===== src/rtl/ram_port_arbiter_if.sv =====
// ram_port_arbiter_if
//   Bundles the two requester ports and the RAM-side signals of
//   ram_port_arbiter.
//   slave  : the arbiter's view (takes requests and RAM q, drives grants,
//            read returns and the RAM address/data/write-enable).
//   master : the surrounding view (requesters plus the RAM instance).
//   Per requester x in {A,B}:
//     REQ_x_I, LOCK_x_I, WE_x_I, ADDR_x_I, WDATA_x_I  -> arbiter
//     GNT_x_O, RVALID_x_O, RDATA_x_O                  <- arbiter
//   RAM side: RAM_ADDR_O, RAM_WDATA_O, RAM_WREN_O <- arbiter,
//             RAM_RDATA_I -> arbiter
interface ram_port_arbiter_if #(
    parameter int ADDR_W = 9,
    parameter int DATA_W = 8
);
    logic              REQ_A_I;
    logic              LOCK_A_I;
    logic              WE_A_I;
    logic [ADDR_W-1:0] ADDR_A_I;
    logic [DATA_W-1:0] WDATA_A_I;
    logic              GNT_A_O;
    logic              RVALID_A_O;
    logic [DATA_W-1:0] RDATA_A_O;

    logic              REQ_B_I;
    logic              LOCK_B_I;
    logic              WE_B_I;
    logic [ADDR_W-1:0] ADDR_B_I;
    logic [DATA_W-1:0] WDATA_B_I;
    logic              GNT_B_O;
    logic              RVALID_B_O;
    logic [DATA_W-1:0] RDATA_B_O;

    logic [ADDR_W-1:0] RAM_ADDR_O;
    logic [DATA_W-1:0] RAM_WDATA_O;
    logic              RAM_WREN_O;
    logic [DATA_W-1:0] RAM_RDATA_I;

    modport slave (
        input  REQ_A_I, LOCK_A_I, WE_A_I, ADDR_A_I, WDATA_A_I,
        output GNT_A_O, RVALID_A_O, RDATA_A_O,
        input  REQ_B_I, LOCK_B_I, WE_B_I, ADDR_B_I, WDATA_B_I,
        output GNT_B_O, RVALID_B_O, RDATA_B_O,
        output RAM_ADDR_O, RAM_WDATA_O, RAM_WREN_O,
        input  RAM_RDATA_I
    );

    modport master (
        output REQ_A_I, LOCK_A_I, WE_A_I, ADDR_A_I, WDATA_A_I,
        input  GNT_A_O, RVALID_A_O, RDATA_A_O,
        output REQ_B_I, LOCK_B_I, WE_B_I, ADDR_B_I, WDATA_B_I,
        input  GNT_B_O, RVALID_B_O, RDATA_B_O,
        input  RAM_ADDR_O, RAM_WDATA_O, RAM_WREN_O,
        output RAM_RDATA_I
    );
endinterface


===== src/rtl/ram_port_arbiter.sv =====
// ram_port_arbiter
//   Shares one single-port RAM (registered address/data/wren, unregistered q,
//   one-cycle read latency) between requesters A and B. Round-robin
//   arbitration; a requester holding LOCK_x_I keeps the grant for a burst,
//   and a burst counts as a single turn.
// Ports:
//   CLOCK_50_I  system clock, rising edge
//   RESETN_I    asynchronous active-low reset
//   bus         ram_port_arbiter_if.slave: requester A/B handshakes and the
//               RAM address/data/write-enable/q signals
module ram_port_arbiter #(
    parameter int ADDR_W = 9,
    parameter int DATA_W = 8
) (
    input  logic              CLOCK_50_I,
    input  logic              RESETN_I,
    ram_port_arbiter_if.slave bus
);

    typedef enum logic [1:0] {
        OWN_NONE = 2'd0,
        OWN_A    = 2'd1,
        OWN_B    = 2'd2
    } owner_t;

    owner_t owner_q, owner_d;
    logic   prio_q,  prio_d;    // 0: A favoured, 1: B favoured
    logic   rsel_q,  rsel_d;    // 0: read in flight belongs to A, 1: to B
    logic   rpend_q, rpend_d;   // read in flight

    logic              gnt_a;
    logic              gnt_b;
    logic              xfer;
    logic              win_we;
    logic [ADDR_W-1:0] ram_addr;
    logic [DATA_W-1:0] ram_wdata;
    logic              ram_wren;
    logic              rvalid_a;
    logic              rvalid_b;

    // Grant. Held low during reset so nothing reaches the RAM while the
    // registered state is being cleared.
    always_comb begin
        gnt_a = 1'b0;
        gnt_b = 1'b0;
        if (RESETN_I) begin
            case (owner_q)
                OWN_A: gnt_a = bus.REQ_A_I;
                OWN_B: gnt_b = bus.REQ_B_I;
                default: begin
                    if (bus.REQ_A_I && bus.REQ_B_I) begin
                        gnt_a = ~prio_q;
                        gnt_b =  prio_q;
                    end else begin
                        gnt_a = bus.REQ_A_I;
                        gnt_b = bus.REQ_B_I;
                    end
                end
            endcase
        end
    end

    assign xfer = gnt_a | gnt_b;

    // RAM drive: winner's fields, all zero when nobody is granted.
    always_comb begin
        ram_addr  = '0;
        ram_wdata = '0;
        win_we    = 1'b0;
        if (gnt_a) begin
            ram_addr  = bus.ADDR_A_I;
            ram_wdata = bus.WDATA_A_I;
            win_we    = bus.WE_A_I;
        end else if (gnt_b) begin
            ram_addr  = bus.ADDR_B_I;
            ram_wdata = bus.WDATA_B_I;
            win_we    = bus.WE_B_I;
        end
        ram_wren = win_we & xfer;
    end

    // Next state: lock ownership, priority pointer, read tracking.
    always_comb begin
        owner_d = owner_q;
        prio_d  = prio_q;
        rsel_d  = rsel_q;
        rpend_d = xfer & ~win_we;
        if (rpend_d) begin
            rsel_d = gnt_b;
        end

        case (owner_q)
            OWN_NONE: begin
                if (gnt_a && bus.LOCK_A_I) begin
                    owner_d = OWN_A;
                end else if (gnt_b && bus.LOCK_B_I) begin
                    owner_d = OWN_B;
                end
            end
            // Dropping LOCK releases ownership whether this edge is the last
            // beat of the burst or the owner has simply gone idle.
            OWN_A: if (!bus.LOCK_A_I) owner_d = OWN_NONE;
            OWN_B: if (!bus.LOCK_B_I) owner_d = OWN_NONE;
            default: owner_d = OWN_NONE;
        endcase

        // Only a transfer that ends unlocked closes a turn, so a whole burst
        // moves the pointer once.
        if (xfer && (owner_d == OWN_NONE)) begin
            prio_d = gnt_a;
        end
    end

    always_ff @(posedge CLOCK_50_I or negedge RESETN_I) begin
        if (!RESETN_I) begin
            owner_q <= OWN_NONE;
            prio_q  <= 1'b0;
            rsel_q  <= 1'b0;
            rpend_q <= 1'b0;
        end else begin
            owner_q <= owner_d;
            prio_q  <= prio_d;
            rsel_q  <= rsel_d;
            rpend_q <= rpend_d;
        end
    end

    assign rvalid_a = rpend_q & ~rsel_q;
    assign rvalid_b = rpend_q &  rsel_q;

    assign bus.GNT_A_O     = gnt_a;
    assign bus.GNT_B_O     = gnt_b;
    assign bus.RVALID_A_O  = rvalid_a;
    assign bus.RVALID_B_O  = rvalid_b;
    assign bus.RDATA_A_O   = rvalid_a ? bus.RAM_RDATA_I : '0;
    assign bus.RDATA_B_O   = rvalid_b ? bus.RAM_RDATA_I : '0;
    assign bus.RAM_ADDR_O  = ram_addr;
    assign bus.RAM_WDATA_O = ram_wdata;
    assign bus.RAM_WREN_O  = ram_wren;

endmodule


===== src/flat_wrapper.sv =====
// flat-port wrapper written by rule: the top's interface ports become plain ports
module ram_port_arbiter_flat 
#(
    parameter int ADDR_W = 9,
    parameter int DATA_W = 8
)
  (CLOCK_50_I, RESETN_I, bus_REQ_A_I, bus_LOCK_A_I, bus_WE_A_I, bus_ADDR_A_I, bus_WDATA_A_I, bus_GNT_A_O, bus_RVALID_A_O, bus_RDATA_A_O, bus_REQ_B_I, bus_LOCK_B_I, bus_WE_B_I, bus_ADDR_B_I, bus_WDATA_B_I, bus_GNT_B_O, bus_RVALID_B_O, bus_RDATA_B_O, bus_RAM_ADDR_O, bus_RAM_WDATA_O, bus_RAM_WREN_O, bus_RAM_RDATA_I);
  ram_port_arbiter_if #(.ADDR_W(ADDR_W), .DATA_W(DATA_W)) bus_i ();
  input  logic CLOCK_50_I;
  input  logic RESETN_I;
  input wire logic [$bits(bus_i.REQ_A_I)-1:0] bus_REQ_A_I;
  input wire logic [$bits(bus_i.LOCK_A_I)-1:0] bus_LOCK_A_I;
  input wire logic [$bits(bus_i.WE_A_I)-1:0] bus_WE_A_I;
  input wire logic [$bits(bus_i.ADDR_A_I)-1:0] bus_ADDR_A_I;
  input wire logic [$bits(bus_i.WDATA_A_I)-1:0] bus_WDATA_A_I;
  output wire logic [$bits(bus_i.GNT_A_O)-1:0] bus_GNT_A_O;
  output wire logic [$bits(bus_i.RVALID_A_O)-1:0] bus_RVALID_A_O;
  output wire logic [$bits(bus_i.RDATA_A_O)-1:0] bus_RDATA_A_O;
  input wire logic [$bits(bus_i.REQ_B_I)-1:0] bus_REQ_B_I;
  input wire logic [$bits(bus_i.LOCK_B_I)-1:0] bus_LOCK_B_I;
  input wire logic [$bits(bus_i.WE_B_I)-1:0] bus_WE_B_I;
  input wire logic [$bits(bus_i.ADDR_B_I)-1:0] bus_ADDR_B_I;
  input wire logic [$bits(bus_i.WDATA_B_I)-1:0] bus_WDATA_B_I;
  output wire logic [$bits(bus_i.GNT_B_O)-1:0] bus_GNT_B_O;
  output wire logic [$bits(bus_i.RVALID_B_O)-1:0] bus_RVALID_B_O;
  output wire logic [$bits(bus_i.RDATA_B_O)-1:0] bus_RDATA_B_O;
  output wire logic [$bits(bus_i.RAM_ADDR_O)-1:0] bus_RAM_ADDR_O;
  output wire logic [$bits(bus_i.RAM_WDATA_O)-1:0] bus_RAM_WDATA_O;
  output wire logic [$bits(bus_i.RAM_WREN_O)-1:0] bus_RAM_WREN_O;
  input wire logic [$bits(bus_i.RAM_RDATA_I)-1:0] bus_RAM_RDATA_I;
  assign bus_i.REQ_A_I = bus_REQ_A_I;
  assign bus_i.LOCK_A_I = bus_LOCK_A_I;
  assign bus_i.WE_A_I = bus_WE_A_I;
  assign bus_i.ADDR_A_I = bus_ADDR_A_I;
  assign bus_i.WDATA_A_I = bus_WDATA_A_I;
  assign bus_GNT_A_O = bus_i.GNT_A_O;
  assign bus_RVALID_A_O = bus_i.RVALID_A_O;
  assign bus_RDATA_A_O = bus_i.RDATA_A_O;
  assign bus_i.REQ_B_I = bus_REQ_B_I;
  assign bus_i.LOCK_B_I = bus_LOCK_B_I;
  assign bus_i.WE_B_I = bus_WE_B_I;
  assign bus_i.ADDR_B_I = bus_ADDR_B_I;
  assign bus_i.WDATA_B_I = bus_WDATA_B_I;
  assign bus_GNT_B_O = bus_i.GNT_B_O;
  assign bus_RVALID_B_O = bus_i.RVALID_B_O;
  assign bus_RDATA_B_O = bus_i.RDATA_B_O;
  assign bus_RAM_ADDR_O = bus_i.RAM_ADDR_O;
  assign bus_RAM_WDATA_O = bus_i.RAM_WDATA_O;
  assign bus_RAM_WREN_O = bus_i.RAM_WREN_O;
  assign bus_i.RAM_RDATA_I = bus_RAM_RDATA_I;
  ram_port_arbiter #(.ADDR_W(ADDR_W), .DATA_W(DATA_W)) u_core (.CLOCK_50_I(CLOCK_50_I), .RESETN_I(RESETN_I), .bus(bus_i));
endmodule

===== config.mk =====
export PLATFORM = sky130hd
export DESIGN_NAME = ram_port_arbiter_flat
export DESIGN_NICKNAME = d
export VERILOG_FILES = /design/src/rtl/ram_port_arbiter_if.sv /design/src/rtl/ram_port_arbiter.sv /design/src/flat_wrapper.sv
export SDC_FILE = /design/constraint.sdc
export NUM_CORES = 1
export LEC_CHECK = 0
export CAP_MARGIN = 25
export CORE_MARGIN = 4
export CORE_UTILIZATION = 25
export DETAILED_ROUTE_END_ITERATION = 8
export MAX_ROUTING_LAYER = met4
export PLACE_DENSITY = 0.82
export SLEW_MARGIN = 20
export SYNTH_ARGS = -nofsm -noshare
export SYNTH_HDL_FRONTEND = slang
export SYNTH_SLANG_ARGS = --single-unit
export TNS_END_PERCENT = 30

===== constraint.sdc =====
create_clock -name CLOCK_50_I -period 4.7 [get_ports CLOCK_50_I]
set_input_delay 0.47 -clock CLOCK_50_I [delete_from_list [all_inputs] [get_ports CLOCK_50_I]]
set_output_delay 0.47 -clock CLOCK_50_I [all_outputs]
set_load 0.02 [all_outputs]

Word level (Yosys, flattened, before mapping)
Cells that the tools add are included.

storage, ports and cells
  flip-flop bits (word level) = 5

cells by class
  equal/unequal tests = 2
  muxes and demuxes = 19
  bitwise logic cells = 8
  reduce and logical (&&, ||, !) cells = 6

operators by type and width
  operator              count
  $mux W8               4
  $mux W9               2
  $mux W2               4
  $mux W1               6
  $pmux W2 S3           1
  $and A1 B1 Y1         4
  $logic_and A1 B1 Y1   4
  $logic_not A2 Y1      2
  $pmux W1 S2           2
  $not A1 Y1            3
  $eq A2 B1 Y1 const B  1
  $eq A2 B2 Y1 const B  1
  $or A1 B1 Y1          1

Logic depth before layout (Yosys ltp)
  word-level depth = 10
  gate-level depth with buffers = 8

Least setup slack after synthesis
Ideal clock, no wire load.

  path kind = register to output
  start point = reg u_core.owner_q[0]
  end point = out bus_RAM_ADDR_O[5]
  path buffers = 2
  slack = 2453 ps
  arrival = 1777 ps
  required time = 4230 ps
  stages on the path, launching flop included = 9
  cell sequence = dfrtp_1 inv_1 ha_1 nand3b_1 and3_1 buf_6 nor2_8 buf_8 a22o_1

between the ends
  longest elaborated chain between the ends = 5
  elaborated cells between the ends (all ways) = 8
  classes of those cells = 2 x eq/ne; 6 x mux

ends and longest elaborated chain
  item                                          line                     RTL
  from (decl)                                   ram_port_arbiter.sv:26   owner_t owner_q, owner_d;
  from (signal assigned)                        ram_port_arbiter.sv:121  owner_q <= owner_d;
  $eq A2 B2 Y1 or $eq A2 B1 Y1 (tied branches)  ram_port_arbiter.sv:47   case (owner_q)
  $pmux W1 S2                                   ram_port_arbiter.sv:47
  $mux W1                                       ram_port_arbiter.sv:46   if (RESETN_I) begin
  $mux W9                                       ram_port_arbiter.sv:74   end else if (gnt_b) begin
  $mux W9 *                                     ram_port_arbiter.sv:70   if (gnt_a) begin
  to (decl)                                     flat_wrapper.sv:27       output wire logic [$bits(bus_i.RAM_ADDR_O)-1:0] bus_RAM_ADDR_O;

Mark *: on every way between the ends. The rest lies on a longest branch, timed or not.

Worst setup path in the final report
  start point = in RESETN_I
  end point = out bus_RAM_ADDR_O[0]

between the ends
  longest elaborated chain between the ends = 3
  elaborated cells between the ends (all ways) = 4
  classes of those cells = 4 x mux

ends and longest elaborated chain
  item         line                    RTL
  from (decl)  flat_wrapper.sv:10      input logic RESETN_I;
  $mux W1      ram_port_arbiter.sv:46
  $mux W9      ram_port_arbiter.sv:74
  $mux W9 *    ram_port_arbiter.sv:70

Marks and branches as above.

==> flow_summary.yaml <==
cells_and_area:
  nNetsFinal: 230
  n_antenna_cell: 0
  area_growth_pct: 117
  layout-drive-gt1-share_pct: 5.14
  final_cells: 206
min_path:
  hold_path_class: "input port to asynchronous set/reset pin"
clock_tree:
  holdBufCountCts: 0
  cts_buffers: 3
  cts_max_level: 1
  cts_setup_buffers: 0
  cts_tree: "done"
  ctsLongestPathBuffers: 2
  cts.sinks: 5
  clk_pin_slew_ns: 0.04
  root_buffer: "clkbuf_4"
  cts_resized: 0
  clock_latency_ns: 0.24
logic_synthesis:
  synth_area_leader_cell: "a22o_1"
  synth.yosys.seq_area_share_pct: 16.2
  synth_area_leaders: "a22o_1 23%, dfrtp_1 16%, and2_1 9.7%, and3_1 7.3%, ha_1 6.5%"
  synth-seq-cells: 5
  syn-num-nets: 143
  synth_cell_types: 30
  ys_warn_count: 0
  synth_top_area_share_pct: 22.7
  synthCells: 89
  syn_area_sq_um: 771
  syn_avg_cell_area_sq_um: 8.66
power_and_ir_drop:
  p_leak_nw: 0.682
  vdd_ir_drop_max_mv: 0.192
  power_density_nw_per_um2: 396
drt:
  routed_wl_mm: 3.17
  wl_met2_mm: 1.69
  routedWlPerCell_um: 15.4
  top_layer_used: "met4"
  vias: 1035
  drc_errors: 0
  vias_per_cell: 5.02
  wl_met3_um: 258
  first_iter_violations: 34
  ant_nets: 0
  wl_met1_mm: 1.21
  firstDrtPassIters: 4
worst_setup_path:
  rr_endpoint: "u_core.rsel_q"
  critPathLaunchType: "input port"
  timing_worst_setup_path_type: "input port to output pin"
  r2r-start: "u_core.owner_q[0]"
  end_kind: "output pin"
  cp.arrival_ns: 2.94
  ff2ff_setup_slack_ns: 2.43
  cp_max_fo: 14
  rr_worst_depth: 7
  cp.required_ns: 4.23
grt:
  grt_pass1_wl_mm: 4.88
  grt_pass1_vias: 1062
  grt_max_degree: 20
  overflow: 0
  track_usage_pct: 15.6
  antenna_found_initial: 0
sta:
  maxSlewViolCount: 0
  worst-slew-pin-transition_ns: 0.581
  fin_crit_ns: 3.41
  hold_viol: 0
  slew-limit-headroom_pct: 61.3
  skew_ns: 0.00221
  whs_ns: 0.481
  max_freq_mhz: 293
  setup-tns-final_ns: 0
  setup_viol: 0
  grt_setup_unrepaired: "no"
  timing.final.crit_share_pct: 72.6
floorplanning:
  coreArea_sq_um: 2850
  die_w_um: 63.5
  core.rowCount: 19
  die-area_sq_um: 4040
  ioPinCount: 88
  die_h_um: 63.5
  initial_core_util_pct: 27.0
place:
  gp_congestion: 0.798
  dp_cells: 202
  dp_hpwl_mm: 2.79
  io_buffers: 87
run_status:
  outcome: "complete, no violations"
run:
  max_cap_violations: 0
[layer usage]
| metal | vias to the layer above | track usage, % |
|---|---|---|
| li1 | 517 | - |
| met1 | 457 | 15.1 |
| met2 | 59 | 29.2 |
| met3 | 2 | 4.97 |
| met4 | 0 | 4.85 |
| met5 | - | - |
[cell type report]
cell class | instances | area, sq um
sequential | 5 | 125
clock buffer | 4 | 26.3
inverter | 4 | 15.0
timing repair buffer | 88 | 878
tap | 31 | 38.8
fill | 266 | 1180
multi-input combinational | 74 | 587
[worst max-delay path by stage]
stage          cells after the start  slack, ns                 to               from
2_1_floorplan                      8       2.45  bus_RAM_ADDR_O[5]  u_core.owner_q[0]
3_3_place_gp                       6       1.34     bus_RAM_WREN_O           RESETN_I
3_5_place_dp                       6       1.26  bus_RAM_ADDR_O[0]           RESETN_I
4_1_cts                            6       1.26  bus_RAM_ADDR_O[0]           RESETN_I
5_1_grt                            6       1.11  bus_RAM_ADDR_O[2]           RESETN_I
6_report                           6       1.29  bus_RAM_ADDR_O[0]           RESETN_I
[metrics by stage]
| step | total power, W | cell area (sq um) | worst slack, ns | util, % |
|---|---|---|---|---|
| 5_1_grt | 0.000710 | 1670 | 1.11 | 58.6 |
| 4_1_cts | 0.000668 | 1670 | 1.26 | 58.6 |
| 2_1_floorplan | 0.000405 | 771 | 2.45 | - |
| 3_3_place_gp | 0.000603 | 1640 | 1.34 | 57.6 |
| 6_report | 0.000662 | 1670 | 1.29 | 58.6 |
| 3_5_place_dp | 0.000615 | 1640 | 1.26 | 57.6 |
[cell usage after synthesis, drive strengths merged]
master / count
nand2: 2
o21a: 1
inv: 4
buf: 4
ha: 4
or3b: 1
nand2b: 5
and3: 9
nand4: 4
a21oi: 2
o211ai: 1
and2: 12
o2111ai: 1
nor2b: 1
or2b: 1
o32ai: 2
clkbuf: 2
nand3: 1
nand3b: 1
a221oi: 1
o22ai: 1
o221a: 1
dfrtp: 5
mux2i: 1
nor2: 2
a22o: 20
[report_power, final]
part           internal, W  total (W)  switching [W]
clock            0.0000320  0.0000478      0.0000158
sequential       0.0000610  0.0000885      0.0000275
combinational     0.000265   0.000526       0.000261
total             0.000358   0.000662       0.000304
[layout by cell type, fill, tap and decap left out]
cell type	synthesis	final
nand2_1	2	2
clkbuf_4	0	3
clkbuf_1	2	1
or3b_4	1	1
nand2b_1	5	5
nand4_1	4	4
a221oi_1	1	1
and2_1	12	12
dfrtp_1	5	5
o211ai_2	1	1
ha_1	4	4
o21a_1	1	1
nor2_1	1	1
nor2b_1	1	1
clkdlybuf4s50_1	0	87
buf_4	0	1
a22o_1	20	20
o22ai_1	1	1
nor2_8	1	1
inv_1	3	3
o2111ai_1	1	1
nand3b_1	1	1
mux2i_1	1	1
or2b_1	1	1
inv_2	1	1
nand3_4	1	1
o32ai_1	2	2
and3_1	9	9
a21oi_1	2	2
o221a_1	1	1
[worst max-delay path: stages]
cell	delay, ns
clkdlybuf4s50_1	0.63
and2_1	0.23
and3_1	0.55
buf_4	0.29
a22o_1	0.17
clkdlybuf4s50_1	0.60
[logic make-up after synthesis]
family | Yosys count | share of synthesized area [%]
mux | 1 | 1.30
fa+ha+maj | 4 | 6.49
flops | 5 | 16.2
buf+inv | 10 | 7.63
compound gates | 30 | 33.4
simple gates | 39 | 34.9
[state kept, by name (all words and copies together) (netlist names)]
register and flops:
u_core.owner_q 2, u_core.rsel_q 1, u_core.rpend_q 1, u_core.prio_q 1
(Power assumes the default switching activity.)
